--- config.mk ---
export PLATFORM = sky130hd
export DESIGN_NAME = nonblk_slot_drain
export DESIGN_NICKNAME = d
export VERILOG_FILES = /design/src/rtl/nonblk_slot_drain.sv
export SDC_FILE = /design/constraint.sdc
export NUM_CORES = 1
export LEC_CHECK = 0
export ABC_CLOCK_PERIOD_IN_PS = 9600
export BUFFER_PORTS_ARGS = -buffer_cell sky130_fd_sc_hd__buf_2
export CAP_MARGIN = 20
export CORE_MARGIN = 2
export CORE_UTILIZATION = 42
export CTS_CLUSTER_DIAMETER = 50
export DETAILED_ROUTE_END_ITERATION = 6
export GPL_TIMING_DRIVEN = 1
export PLACE_DENSITY_LB_ADDON = 0.05
export SETUP_SLACK_MARGIN = 0.15
export SYNTH_ARGS = -nofsm -noshare
export SYNTH_HDL_FRONTEND = slang
export SYNTH_SLANG_ARGS = --single-unit
--- constraint.sdc ---
create_clock -name clk -period 9.6 [get_ports clk]
set_input_delay 1.92 -clock clk [delete_from_list [all_inputs] [get_ports clk]]
set_output_delay 1.92 -clock clk [all_outputs]
set_load 0.05 [all_outputs]
--- src/rtl/nonblk_slot_drain.sv ---
// nonblk_slot_drain: slot register array with per-slot dirty bits, drained one
// updated slot at a time in round-robin order over a valid/ready (index, data) stream.
// Optional lost-update counter (ovf_cnt port) enabled by defining NONBLK_SLOT_OVF_EN.
module nonblk_slot_drain #(
    parameter  int N  = 12,
    parameter  int W  = 1,
    localparam int IW = (N > 1) ? $clog2(N) : 1
) (
    input  logic           clk,
    input  logic           rst_n,
    input  logic [N-1:0]   wr_en,
    input  logic [N*W-1:0] wr_data,
    output logic           out_valid,
    input  logic           out_ready,
    output logic [IW-1:0]  out_idx,
    output logic [W-1:0]   out_data
`ifdef NONBLK_SLOT_OVF_EN
    ,
    output logic [7:0]     ovf_cnt
`endif
);

    localparam int IW1 = IW + 1;
    localparam logic [IW:0] NW = IW1'(N);

    typedef enum logic {IDLE = 1'b0, HOLD = 1'b1} state_t;

    state_t          state_reg, state_next;
    logic [W-1:0]    slot_reg [N];
    logic [W-1:0]    slot_next [N];
    logic [N-1:0]    dirty_reg, dirty_next;
    logic [IW-1:0]   ptr_reg, ptr_next;
    logic [IW-1:0]   out_idx_reg, out_idx_next;
    logic [W-1:0]    out_data_reg, out_data_next;
    logic [N-1:0]    sel_hit;
    logic            found, load, take;
    logic [IW-1:0]   sel;
    logic [IW:0]     cand;
    logic [IW:0]     sel_p1;

    // Round-robin search of the registered dirty bits starting at ptr, wrapping N-1 -> 0
    always_comb begin
        found = 1'b0;
        sel   = '0;
        cand  = '0;
        for (int k = 0; k < N; k++) begin
            cand = {1'b0, ptr_reg} + IW1'(k);
            if (cand >= NW) cand = cand - NW;
            if (!found && dirty_reg[cand[IW-1:0]]) begin
                found = 1'b1;
                sel   = cand[IW-1:0];
            end
        end
    end

    // FSM next state plus output/pointer updates on a load event
    always_comb begin
        state_next    = state_reg;
        ptr_next      = ptr_reg;
        out_idx_next  = out_idx_reg;
        out_data_next = out_data_reg;
        load          = (state_reg == IDLE) || out_ready;
        take          = load && found;
        sel_p1        = {1'b0, sel} + IW1'(1);
        if (load) begin
            state_next = found ? HOLD : IDLE;
        end
        if (take) begin
            out_idx_next  = sel;
            out_data_next = slot_reg[sel];
            ptr_next      = (sel_p1 == NW) ? '0 : sel_p1[IW-1:0];
        end
    end

    // Per-slot next values: a write sets dirty and wins over the selection clear
    generate
        for (genvar gi = 0; gi < N; gi++) begin : g_slot
            assign sel_hit[gi]    = take && (sel == IW'(gi));
            assign dirty_next[gi] = wr_en[gi] | (dirty_reg[gi] & ~sel_hit[gi]);
            assign slot_next[gi]  = wr_en[gi] ? wr_data[gi*W +: W] : slot_reg[gi];
        end
    endgenerate

    // State, slot storage, dirty bits, pointer and presented pair
    always_ff @(posedge clk) begin
        if (!rst_n) begin
            state_reg    <= IDLE;
            dirty_reg    <= '0;
            ptr_reg      <= '0;
            out_idx_reg  <= '0;
            out_data_reg <= '0;
            for (int k = 0; k < N; k++) slot_reg[k] <= '0;
        end else begin
            state_reg    <= state_next;
            dirty_reg    <= dirty_next;
            ptr_reg      <= ptr_next;
            out_idx_reg  <= out_idx_next;
            out_data_reg <= out_data_next;
            for (int k = 0; k < N; k++) slot_reg[k] <= slot_next[k];
        end
    end

    assign out_valid = (state_reg == HOLD);
    assign out_idx   = out_idx_reg;
    assign out_data  = out_data_reg;

`ifdef NONBLK_SLOT_OVF_EN
    logic [N-1:0] lost;
    logic [7:0]   ovf_reg, ovf_next;
    int           ovf_sum;

    // A write to a dirty slot that is not being selected overwrites an unreported value
    generate
        for (genvar gi = 0; gi < N; gi++) begin : g_lost
            assign lost[gi] = wr_en[gi] & dirty_reg[gi] & ~sel_hit[gi];
        end
    endgenerate

    // Saturating accumulate of lost updates this cycle
    always_comb begin
        ovf_sum = int'(ovf_reg);
        for (int k = 0; k < N; k++) ovf_sum = ovf_sum + int'(lost[k]);
        ovf_next = (ovf_sum > 255) ? 8'hFF : 8'(ovf_sum);
    end

    // Lost-update counter register, cleared only by reset
    always_ff @(posedge clk) begin
        if (!rst_n) ovf_reg <= '0;
        else        ovf_reg <= ovf_next;
    end

    assign ovf_cnt = ovf_reg;
`endif

endmodule

==> run metrics, run 1 <==
worst-margin pin slew 0.8415 ns; Final Instance Area 4606 um^2; initial antenna violation count 0; Area Overhead vs Synth 7.663%; DRC 0; routed vias/inst 6.309; via count 4,252; std cell rows 36; Hold Path Class reg -> reg; CTS Root Cell clkbuf_8; Antenna Cells 0; Synth Net Count 575; Critical Path RT 9.79 ns; arrival time worst endpoint 5.62 ns; Synth Cell Area 4278 um^2; final setup skew 0.008696 ns; Netlist cell types 97; Max Cap Violations 0; post-CTS sizing 0; Seq/Total Area, Yosys 16.61%; routed wire length 13,100 um; max incr delay on CP 0.70 ns; drt wl/cell 19.43 um; Final min period 5.429 ns; Fin. Hold Viols 0; setup bufs post-CTS 0; Final GP Congestion 0.9311; dominant synthesized flop cell dfxtp_1; Clock transition at path regs 0.07 ns; first-pass GRT wire length 21,200 um; critical-path cell with the highest stage delay xor2_1; Max Slew Vio Count 0; f_max 184.2 MHz; Critical Path End Type flop; cts bufs inserted 5; startpoint types flop; Setup WS pre-CTS 4.228 ns; synth warn 0; die height 104.9 um; DR pass1 iterations 5; part of the cycle the worst path needs 56.55%; CTS tree built; setup TNS 0 ns; placed cell area 4502 um^2; Gate Count Post-Synth 521; min setup slack post-route 4.171 ns; unrepaired setup endpoints after global routing false; worst skew pair latency 0.30 ns; outcome completed; H-tree depth 2; setup violators final 0; Avg Inst Size Synth 8.211 um^2; clock sinks 34; HPWL after DPL 10,190 um; Die Area 11,010 um^2; vias in the first global route 4,023; cts hold-fix bufs 0; Port Buffers 32; Hold Slack 0.4682 ns; ANT nets after route 0; clock buffer depth 2; Buf+Inv Stages, Crit Path 3; fin nets 594; Tot GR Track Use 24.10%; largest net degree at the start of global routing 37; Starting Density 43.57%; die width 104.9 um; cell family with most CP delay simple AND/OR/NAND/NOR gates; Async S/R FF share, synth 0%; I/O Pins 33; Fillers 1,034; kind of critical path reg -> reg; Max-Slew Margin vs Limit 43.71%; share of post-route cells with drive strength above 1 17.56%; number of synthesized register bits 34; grt total ovfl 0; initial drt markers 242; Worst Path Max Fanout 15; cell chain of the critical path inv_1 -> ha_1 -> xor2_1 -> inv_1 -> ha_1 -> nand2_1 -> nand2_1 -> o211ai_1 -> a32o_1 -> nand3_1 -> nor4_4 -> nand2_2 -> a32oi_4 -> ha_1 -> inv_1 -> a32o_1 -> mux2i_1 -> nor2b_1; Post-synth EDFFs 3; Core ar. 9819 um^2
layout by cell type (no fill, tap or decap), drive strengths merged, types with 5 or more instances in the layout:
master / Yosys / layout
o211ai: 11 / 11
nand2b: 11 / 11
nor2: 52 / 52
xnor2: 5 / 5
a21boi: 13 / 13
a211oi: 8 / 8
nand3: 17 / 17
buf: 12 / 35
and2: 9 / 9
nor3: 14 / 14
o22ai: 5 / 5
ha: 27 / 27
a221oi: 5 / 5
a21oi: 34 / 34
mux4: 12 / 12
o21ai: 26 / 26
dfxtp: 31 / 31
nand2: 36 / 36
nor4: 5 / 5
inv: 25 / 25
a31oi: 6 / 6
mux2i: 18 / 18
nor2b: 13 / 13
clkbuf: 11 / 6
o21a: 12 / 12
a22oi: 6 / 6
logic make-up (layout without fill, tap and decap cells):
| kind of cell | Yosys count | after routing | share of synthesized area [%] |
|---|---|---|---|
| multiplexers | 33 | 33 | 11.32 |
| AO/OA/AOI/OAI | 178 | 178 | 31.94 |
| adder cells (fa/ha/maj) | 27 | 27 | 7.897 |
| flip-flops | 34 | 34 | 16.61 |
| AND/OR/NAND/NOR | 191 | 191 | 24.77 |
| buffers and inverters | 49 | 69 | 5.265 |
| XOR/XNOR | 9 | 9 | 2.194 |
cell usage after synthesis (5+ instances only):
cell,number,area (um^2)
nand2b_1,11,68.82
o21a_1,12,90.09
a21boi_0,7,52.55
nand2_1,35,131.4
inv_2,5,18.77
buf_2,7,35.03
o21ai_1,5,25.02
o211ai_1,10,75.07
ha_1,27,337.8
nor2b_1,13,81.33
nand3_1,17,85.08
a21boi_1,6,45.04
nor2_1,49,183.9
clkbuf_1,11,41.29
dfxtp_1,31,620.6
and2_1,9,56.30
a22oi_1,6,45.04
a211oi_1,8,60.06
nor3_1,11,55.05
mux4_2,12,270.3
o22ai_1,5,31.28
mux2i_1,18,180.2
inv_1,19,71.32
o21ai_0,20,100.1
a21oi_1,32,160.2
metrics by stage:
step           util, %  std cells
2_1_floorplan        -        521
3_3_place_gp     45.85        666
3_5_place_dp     45.85        666
4_1_cts          46.90        674
5_1_grt          46.90        674
6_report         46.90        674
worst min-delay path, delay by kind of cell, from the launching register on:
| family | cells | cell delay (ns) |
|---|---|---|
| flip-flops | 1 | 0.31 |
| AO/OA/AOI/OAI | 1 | 0.07 |
| AND/OR/NAND/NOR | 1 | 0.05 |
final cells by class:
cell class | count | area (um^2) | share of cell area (%)
multi-input combinational | 438 | 3342 | 72.56
sequential | 34 | 710.7 | 15.43
timing repair buffer | 35 | 182.7 | 3.966
tap | 133 | 166.4 | 3.613
inverter | 26 | 100.1 | 2.173
clock buffer | 6 | 93.84 | 2.037
clock inverter | 2 | 10.01 | 0.2173
path summary, 6_finish.rpt:
path,start,to,slack [ns],cells after the start
setup reg to reg,ptr_reg[1]$_SDFFE_PN0P_,ptr_reg[3]$_SDFFE_PN0P_,4.17,18
setup / recovery,ptr_reg[1]$_SDFFE_PN0P_,ptr_reg[3]$_SDFFE_PN0P_,4.17,18
hold reg to reg,out_idx[1]$_SDFFE_PN0P_,out_idx[1]$_SDFFE_PN0P_,0.47,2
hold / removal,out_idx[1]$_SDFFE_PN0P_,out_idx[1]$_SDFFE_PN0P_,0.47,2
metal layers:
layer,vias up,routed length (um),share of wire (%),track usage [%]
li1,2030,-,-,-
met1,2045,5602,43,31.06
met2,150,6344,48,41.51
met3,27,766,5.8,2.308
met4,0,386,2.9,9.143
met5,-,0,0,0
Power of run 1 is not shown: default switching activity piles up to over one toggle a cycle in this logic, so the estimate is an artifact.
==> inputs of run 2 (changes only) <==
--- a/config.mk
+++ b/config.mk
@@ -5,7 +5,7 @@
 export SDC_FILE = /design/constraint.sdc
 export NUM_CORES = 1
 export LEC_CHECK = 0
-export ABC_CLOCK_PERIOD_IN_PS = 9600
+export ABC_CLOCK_PERIOD_IN_PS = 5100
 export BUFFER_PORTS_ARGS = -buffer_cell sky130_fd_sc_hd__buf_2
 export CAP_MARGIN = 20
 export CORE_MARGIN = 2
==> constraint.sdc (replaced) <==
create_clock -name clk -period 5.1 [get_ports clk]
set_input_delay 1.02 -clock clk [delete_from_list [all_inputs] [get_ports clk]]
set_output_delay 1.02 -clock clk [all_outputs]
set_load 0.05 [all_outputs]
==> run 2 against run 1 <==
Effect of this change:
- routed wire length rose by 4.7%
- maximum frequency up 17%
- register-to-register slack got worse by 3.7 ns
- critical path depth up 4
- via count rose by 0.63%
- core utilization up 1.2 points
- global-route usage is 0.49 points higher
- cell area rose by 2.7%
- setup slack worse by 3.7 ns
- die area unchanged
- critical path type unchanged
- critical endpoint is now ptr_reg[2]$_SDFFE_PN0P_
- largest cell class unchanged
==> run metrics, run 2 (same netlist as run 1, synthesis figures left out) <==
worst skew pair latency 0.29 ns (was 0.30 ns); grt total ovfl 0 (unchanged); initial antenna violation count 0 (unchanged); placed cell area 4592 um^2 (was 4502 um^2); Clock transition at path regs 0.07 ns (about the same); M1 wire length 6157 um (was 5602 um); Max-Slew Margin vs Limit 41.34% (was 43.71%); cell family with most CP delay compound AO/OA/AOI/OAI gates (was simple AND/OR/NAND/NOR gates); setup violators final 0 (unchanged); HPWL after DPL 10,690 um (was 10,190 um); top layer in use met4 (unchanged); I/O Pins 33 (unchanged); met3 WL 597 um (was 766 um); Critical Path End Type flop (unchanged); via count 4,279 (was 4,252); min setup slack post-route 0.4448 ns (was 4.171 ns); final setup skew 0.008144 ns (was 0.008696 ns); first-pass GRT wire length 21,380 um (was 21,200 um); H-tree depth 2 (unchanged); f_max 214.8 MHz (was 184.2 MHz); Final Instance Area 4728 um^2 (was 4606 um^2); worst-margin pin slew 0.8778 ns (was 0.8415 ns); Multi-input gate area 3363 um^2 (was 3342 um^2); cell chain of the critical path buf_4 -> ha_1 -> a21boi_1 -> nor2_1 -> inv_1 -> ha_1 -> o21ai_0 -> o311ai_1 -> o31a_1 -> o21ai_2 -> nor2_1 -> or4_1 -> a31oi_2 -> a21oi_2 -> nor2_4 -> inv_4 -> ha_1 -> inv_1 -> nand2_1 -> o21ai_1 -> nor2_1 -> a211oi_1 (was inv_1 -> ha_1 -> xor2_1 -> inv_1 -> ha_1 -> nand2_1 -> nand2_1 -> o211ai_1 -> a32o_1 -> nand3_1 -> nor4_4 -> nand2_2 -> a32oi_4 -> ha_1 -> inv_1 -> a32o_1 -> mux2i_1 -> nor2b_1); most frequent cells in the layout nor2_1, nand2_1, a21oi_1, buf_2, dfxtp_1 (unchanged); Worst Path Max Fanout 17 (was 15); Max Cap Violations 0 (unchanged); critical-path cell with the highest stage delay or4_1 (was xor2_1); routed wire length 13,720 um (was 13,100 um); Area Overhead vs Synth 10.53% (was 7.663%); max incr delay on CP 0.53 ns (was 0.70 ns); Antenna Cells 0 (unchanged); Core ar. 9819 um^2 (unchanged); outcome completed (unchanged); arrival time worst endpoint 4.85 ns (was 5.62 ns); cts bufs inserted 5 (unchanged); Fillers 1,044 (was 1,034); Buf+Inv Stages, Crit Path 4 (was 3); die width 104.9 um (unchanged); largest net degree at the start of global routing 27 (was 37); cts hold-fix bufs 0 (unchanged); non-filler cells, final 689 (was 674); sequential cell area 711.9 um^2 (was 710.7 um^2); ANT nets after route 0 (unchanged); Fin. Hold Viols 0 (unchanged); initial drt markers 224 (was 242); die height 104.9 um (unchanged); dpl cells 678 (was 666); Critical Path RT 5.30 ns (was 9.79 ns); drt wl/cell 19.91 um (was 19.43 um); Final min period 4.655 ns (was 5.429 ns); kind of critical path reg -> reg (unchanged); startpoint types flop (unchanged); CTS tree built (unchanged); vias in the first global route 4,011 (was 4,023); fin nets 609 (was 594); Hold Path Class reg -> reg (unchanged); part of the cycle the worst path needs 91.28% (was 56.55%); setup TNS 0 ns (unchanged); CTS Root Cell clkbuf_8 (unchanged); Final GP Congestion 0.9052 (was 0.9311); Die Area 11,010 um^2 (unchanged); Tot GR Track Use 24.59% (was 24.10%); clock buffer depth 2 (unchanged); Max Slew Vio Count 0 (unchanged); Port Buffers 32 (unchanged); Setup WS pre-CTS 0.4664 ns (was 4.228 ns); met2 WL post-DR 6484 um (was 6344 um); share of post-route cells with drive strength above 1 20.32% (was 17.56%); routed vias/inst 6.210 (was 6.309); DRC 0 (unchanged); Starting Density 43.57% (unchanged); DR pass1 iterations 5 (unchanged); unrepaired setup endpoints after global routing false (unchanged); clock sinks 34 (unchanged); std cell rows 36 (unchanged); most common cell after layout, fill and taps aside nor2_1 (unchanged)
## run 2: layer usage
layer,track usage (%),vias to the layer above
met5,0,-
met3,2.620,31
li1,-,2073
met1,32.00,2040
met2,41.65,135
met4,9.619,0
## run 2: final timing paths
kind	endpoint	from	slack [ns]	cells after the start
min	out_idx[1]$_SDFFE_PN0P_	out_idx[1]$_SDFFE_PN0P_	0.47	2
max	ptr_reg[2]$_SDFFE_PN0P_	ptr_reg[2]$_SDFFE_PN0P_	0.44	22
max reg2reg	ptr_reg[2]$_SDFFE_PN0P_	ptr_reg[2]$_SDFFE_PN0P_	0.44	22
min reg2reg	out_idx[1]$_SDFFE_PN0P_	out_idx[1]$_SDFFE_PN0P_	0.47	2
## run 2: worst min-delay path: cells and delay by family (launching register included)
kind,cells,cell delay (ns)
and+or+nand+nor,1,0.05
AOI/OAI and AO/OA,1,0.06
DFF,1,0.31
## run 2: per-stage QoR
step,hold slack (ns),util [%]
2_1_floorplan,0.4535,-
3_3_place_gp,0.4534,46.76
3_5_place_dp,0.4633,46.76
4_1_cts,0.4729,47.69
5_1_grt,0.4903,48.15
6_report,0.4662,48.15
## run 2: area by class of cell
cell class / count / area share (%)
inverter: 26 / 2.117
clock buffer: 7 / 1.826
timing repair buffer: 50 / 6.245
sequential: 34 / 15.06
tap: 133 / 3.519
multi-input combinational: 438 / 71.13
clock inverter: 1 / 0.1058
## run 2: timing repair
action                                  CTS  global route
gates resized for setup                   0             5
buffers inserted                          0             3
endpoints found under the setup margin    0             6
Power of run 2 is left out for the same reason.
==> inputs of run 3 (changes only) <==
--- a/config.mk
+++ b/config.mk
@@ -14,6 +14,7 @@
 export DETAILED_ROUTE_END_ITERATION = 6
 export GPL_TIMING_DRIVEN = 1
 export PLACE_DENSITY_LB_ADDON = 0.05
+export RECOVER_POWER = 50
 export SETUP_SLACK_MARGIN = 0.15
 export SYNTH_ARGS = -nofsm -noshare
 export SYNTH_HDL_FRONTEND = slang
==> run 3 against run 2 <==
Effect of this change:
- core utilization decreased by 0.089 points
- cell area shrank 0.19%
- via count down 0.28%
- hold slack improved by 0.0054 ns
- non-clock buffer count stayed put
- global-route usage is the same
- highest routed layer unchanged
==> run metrics, run 3 (same netlist as run 1, synthesis figures left out) <==
Core Util, Final 48.06% (was 48.15%); clock buffer depth 2 (unchanged); DR pass1 iterations 5 (unchanged); final setup skew 0.008643 ns (was 0.008144 ns); most common cell after layout, fill and taps aside nor2_1 (unchanged); cell chain of the critical path buf_4 -> ha_1 -> a21boi_1 -> nor2_1 -> inv_1 -> ha_1 -> o21ai_0 -> o311ai_1 -> o31a_1 -> o21ai_2 -> nor2_1 -> or4_1 -> a31oi_2 -> a21oi_2 -> nor2_4 -> inv_4 -> ha_1 -> inv_1 -> nand2_1 -> o21ai_1 -> nor2_1 -> a211oi_1 (unchanged); fin nets 609 (unchanged); largest net degree at the start of global routing 27 (unchanged); drt wl/cell 19.85 um (was 19.91 um); outcome completed (unchanged); Final Instance Area 4720 um^2 (was 4728 um^2); Starting Density 43.57% (unchanged); worst skew pair latency 0.29 ns (about the same); Port Buffers 32 (unchanged); Multi-input gate area 3363 um^2 (unchanged); R2R depth 22 (unchanged); Fin. Hold Viols 0 (unchanged); setup TNS 0 ns (unchanged); Hold Path Class reg -> reg (unchanged); sequential cell area 711.9 um^2 (unchanged); initial antenna violation count 0 (unchanged); vias in the first global route 4,011 (unchanged); Die Area 11,010 um^2 (unchanged); HPWL after DPL 10,690 um (unchanged); part of the cycle the worst path needs 91.30% (was 91.28%); via count 4,267 (was 4,279); max incr delay on CP 0.53 ns (about the same); H-tree depth 2 (unchanged); Tot GR Track Use 24.59% (unchanged); non-filler cells, final 689 (unchanged); unrepaired setup endpoints after global routing false (unchanged); dpl cells 678 (unchanged); die height 104.9 um (unchanged); Critical Path RT 5.30 ns (about the same); cts hold-fix bufs 0 (unchanged); Fillers 1,047 (was 1,044); cts bufs inserted 5 (unchanged); f_max 214.8 MHz (about the same); Area Overhead vs Synth 10.32% (was 10.53%); Final min period 4.656 ns (was 4.655 ns); placed cell area 4592 um^2 (unchanged); ANT nets after route 0 (unchanged); routed vias/inst 6.193 (was 6.210); Critical Path End Type flop (unchanged); cell family with most CP delay compound AO/OA/AOI/OAI gates (unchanged); critical-path cell with the highest stage delay or4_1 (unchanged); Core ar. 9819 um^2 (unchanged); Buf+Inv Stages, Crit Path 4 (unchanged); arrival time worst endpoint 4.85 ns (about the same); hold depth 2 (unchanged); CTS tree built (unchanged); Max-Slew Margin vs Limit 41.34% (about the same); initial drt markers 225 (was 224); CTS Root Cell clkbuf_8 (unchanged); share of post-route cells with drive strength above 1 19.06% (was 20.32%); WP depth 22 (unchanged); worst-margin pin slew 0.8777 ns (was 0.8778 ns); first-pass GRT wire length 21,380 um (unchanged); I/O Pins 33 (unchanged); Max Slew Vio Count 0 (unchanged); Max Cap Violations 0 (unchanged); Worst Path Max Fanout 17 (unchanged); Antenna Cells 0 (unchanged); startpoint types flop (unchanged); DRC 0 (unchanged); clock sinks 34 (unchanged); Final GP Congestion 0.9052 (unchanged); die width 104.9 um (unchanged); routed wire length 13,680 um (was 13,720 um); grt total ovfl 0 (unchanged); setup violators final 0 (unchanged); std cell rows 36 (unchanged); most frequent cells in the layout nor2_1, nand2_1, a21oi_1, dfxtp_1, ha_1 (was nor2_1, nand2_1, a21oi_1, buf_2, dfxtp_1); Clock transition at path regs 0.07 ns (about the same); kind of critical path reg -> reg (unchanged)
==> run 3: cell type report <==
class,count,share of cell area (%)
flip-flops and latches,34,15.08
inverters,26,2.121
repair buffers,50,6.071
well taps,133,3.526
clock buffers,7,1.829
multi-input cells,438,71.26
clock inverters,1,0.1060
==> run 3: worst register-to-register path, stage by stage, from the launching register on <==
cell and delay, ns:
dfxtp_1 0.34, buf_4 0.24, ha_1 0.29, a21boi_1 0.16
nor2_1 0.24, inv_1 0.07, ha_1 0.19, o21ai_0 0.33
o311ai_1 0.17, o31a_1 0.17, o21ai_2 0.25, nor2_1 0.10
or4_1 0.53, a31oi_2 0.34, a21oi_2 0.15, nor2_4 0.20
inv_4 0.08, ha_1 0.24, inv_1 0.10, nand2_1 0.05
o21ai_1 0.08, nor2_1 0.05, a211oi_1 0.20
==> run 3: path summary, 6_finish.rpt <==
path / slack (ns) / from / to
setup / recovery: 0.44 / ptr_reg[2]$_SDFFE_PN0P_ / ptr_reg[2]$_SDFFE_PN0P_
hold / removal: 0.47 / out_idx[1]$_SDFFE_PN0P_ / out_idx[1]$_SDFFE_PN0P_
setup reg to reg: 0.44 / ptr_reg[2]$_SDFFE_PN0P_ / ptr_reg[2]$_SDFFE_PN0P_
hold reg to reg: 0.47 / out_idx[1]$_SDFFE_PN0P_ / out_idx[1]$_SDFFE_PN0P_
==> run 3: timing repair <==
item | CTS | global route
hold endpoints to repair | 0 | 0
gates resized for setup | 0 | 5
buffers inserted | 0 | 3
setup endpoints to repair | 0 | 6
==> run 3: metal layers <==
metal	vias to the layer above	GRT usage (%)	routed length [um]
li1	2071	-	-
met1	2039	32.00	6163
met2	128	41.65	6504
met3	29	2.620	550
met4	0	9.619	460
met5	-	0	0
==> run 3: per-stage QoR <==
stage          setup slack, ns  hold slack [ns]
2_1_floorplan           0.4956           0.4535
4_1_cts                 0.4689           0.4729
5_1_grt                 0.1503           0.4961
3_3_place_gp            0.5577           0.4534
3_5_place_dp            0.4664           0.4633
6_report                0.4439           0.4716
Power of run 3 is left out for the same reason.
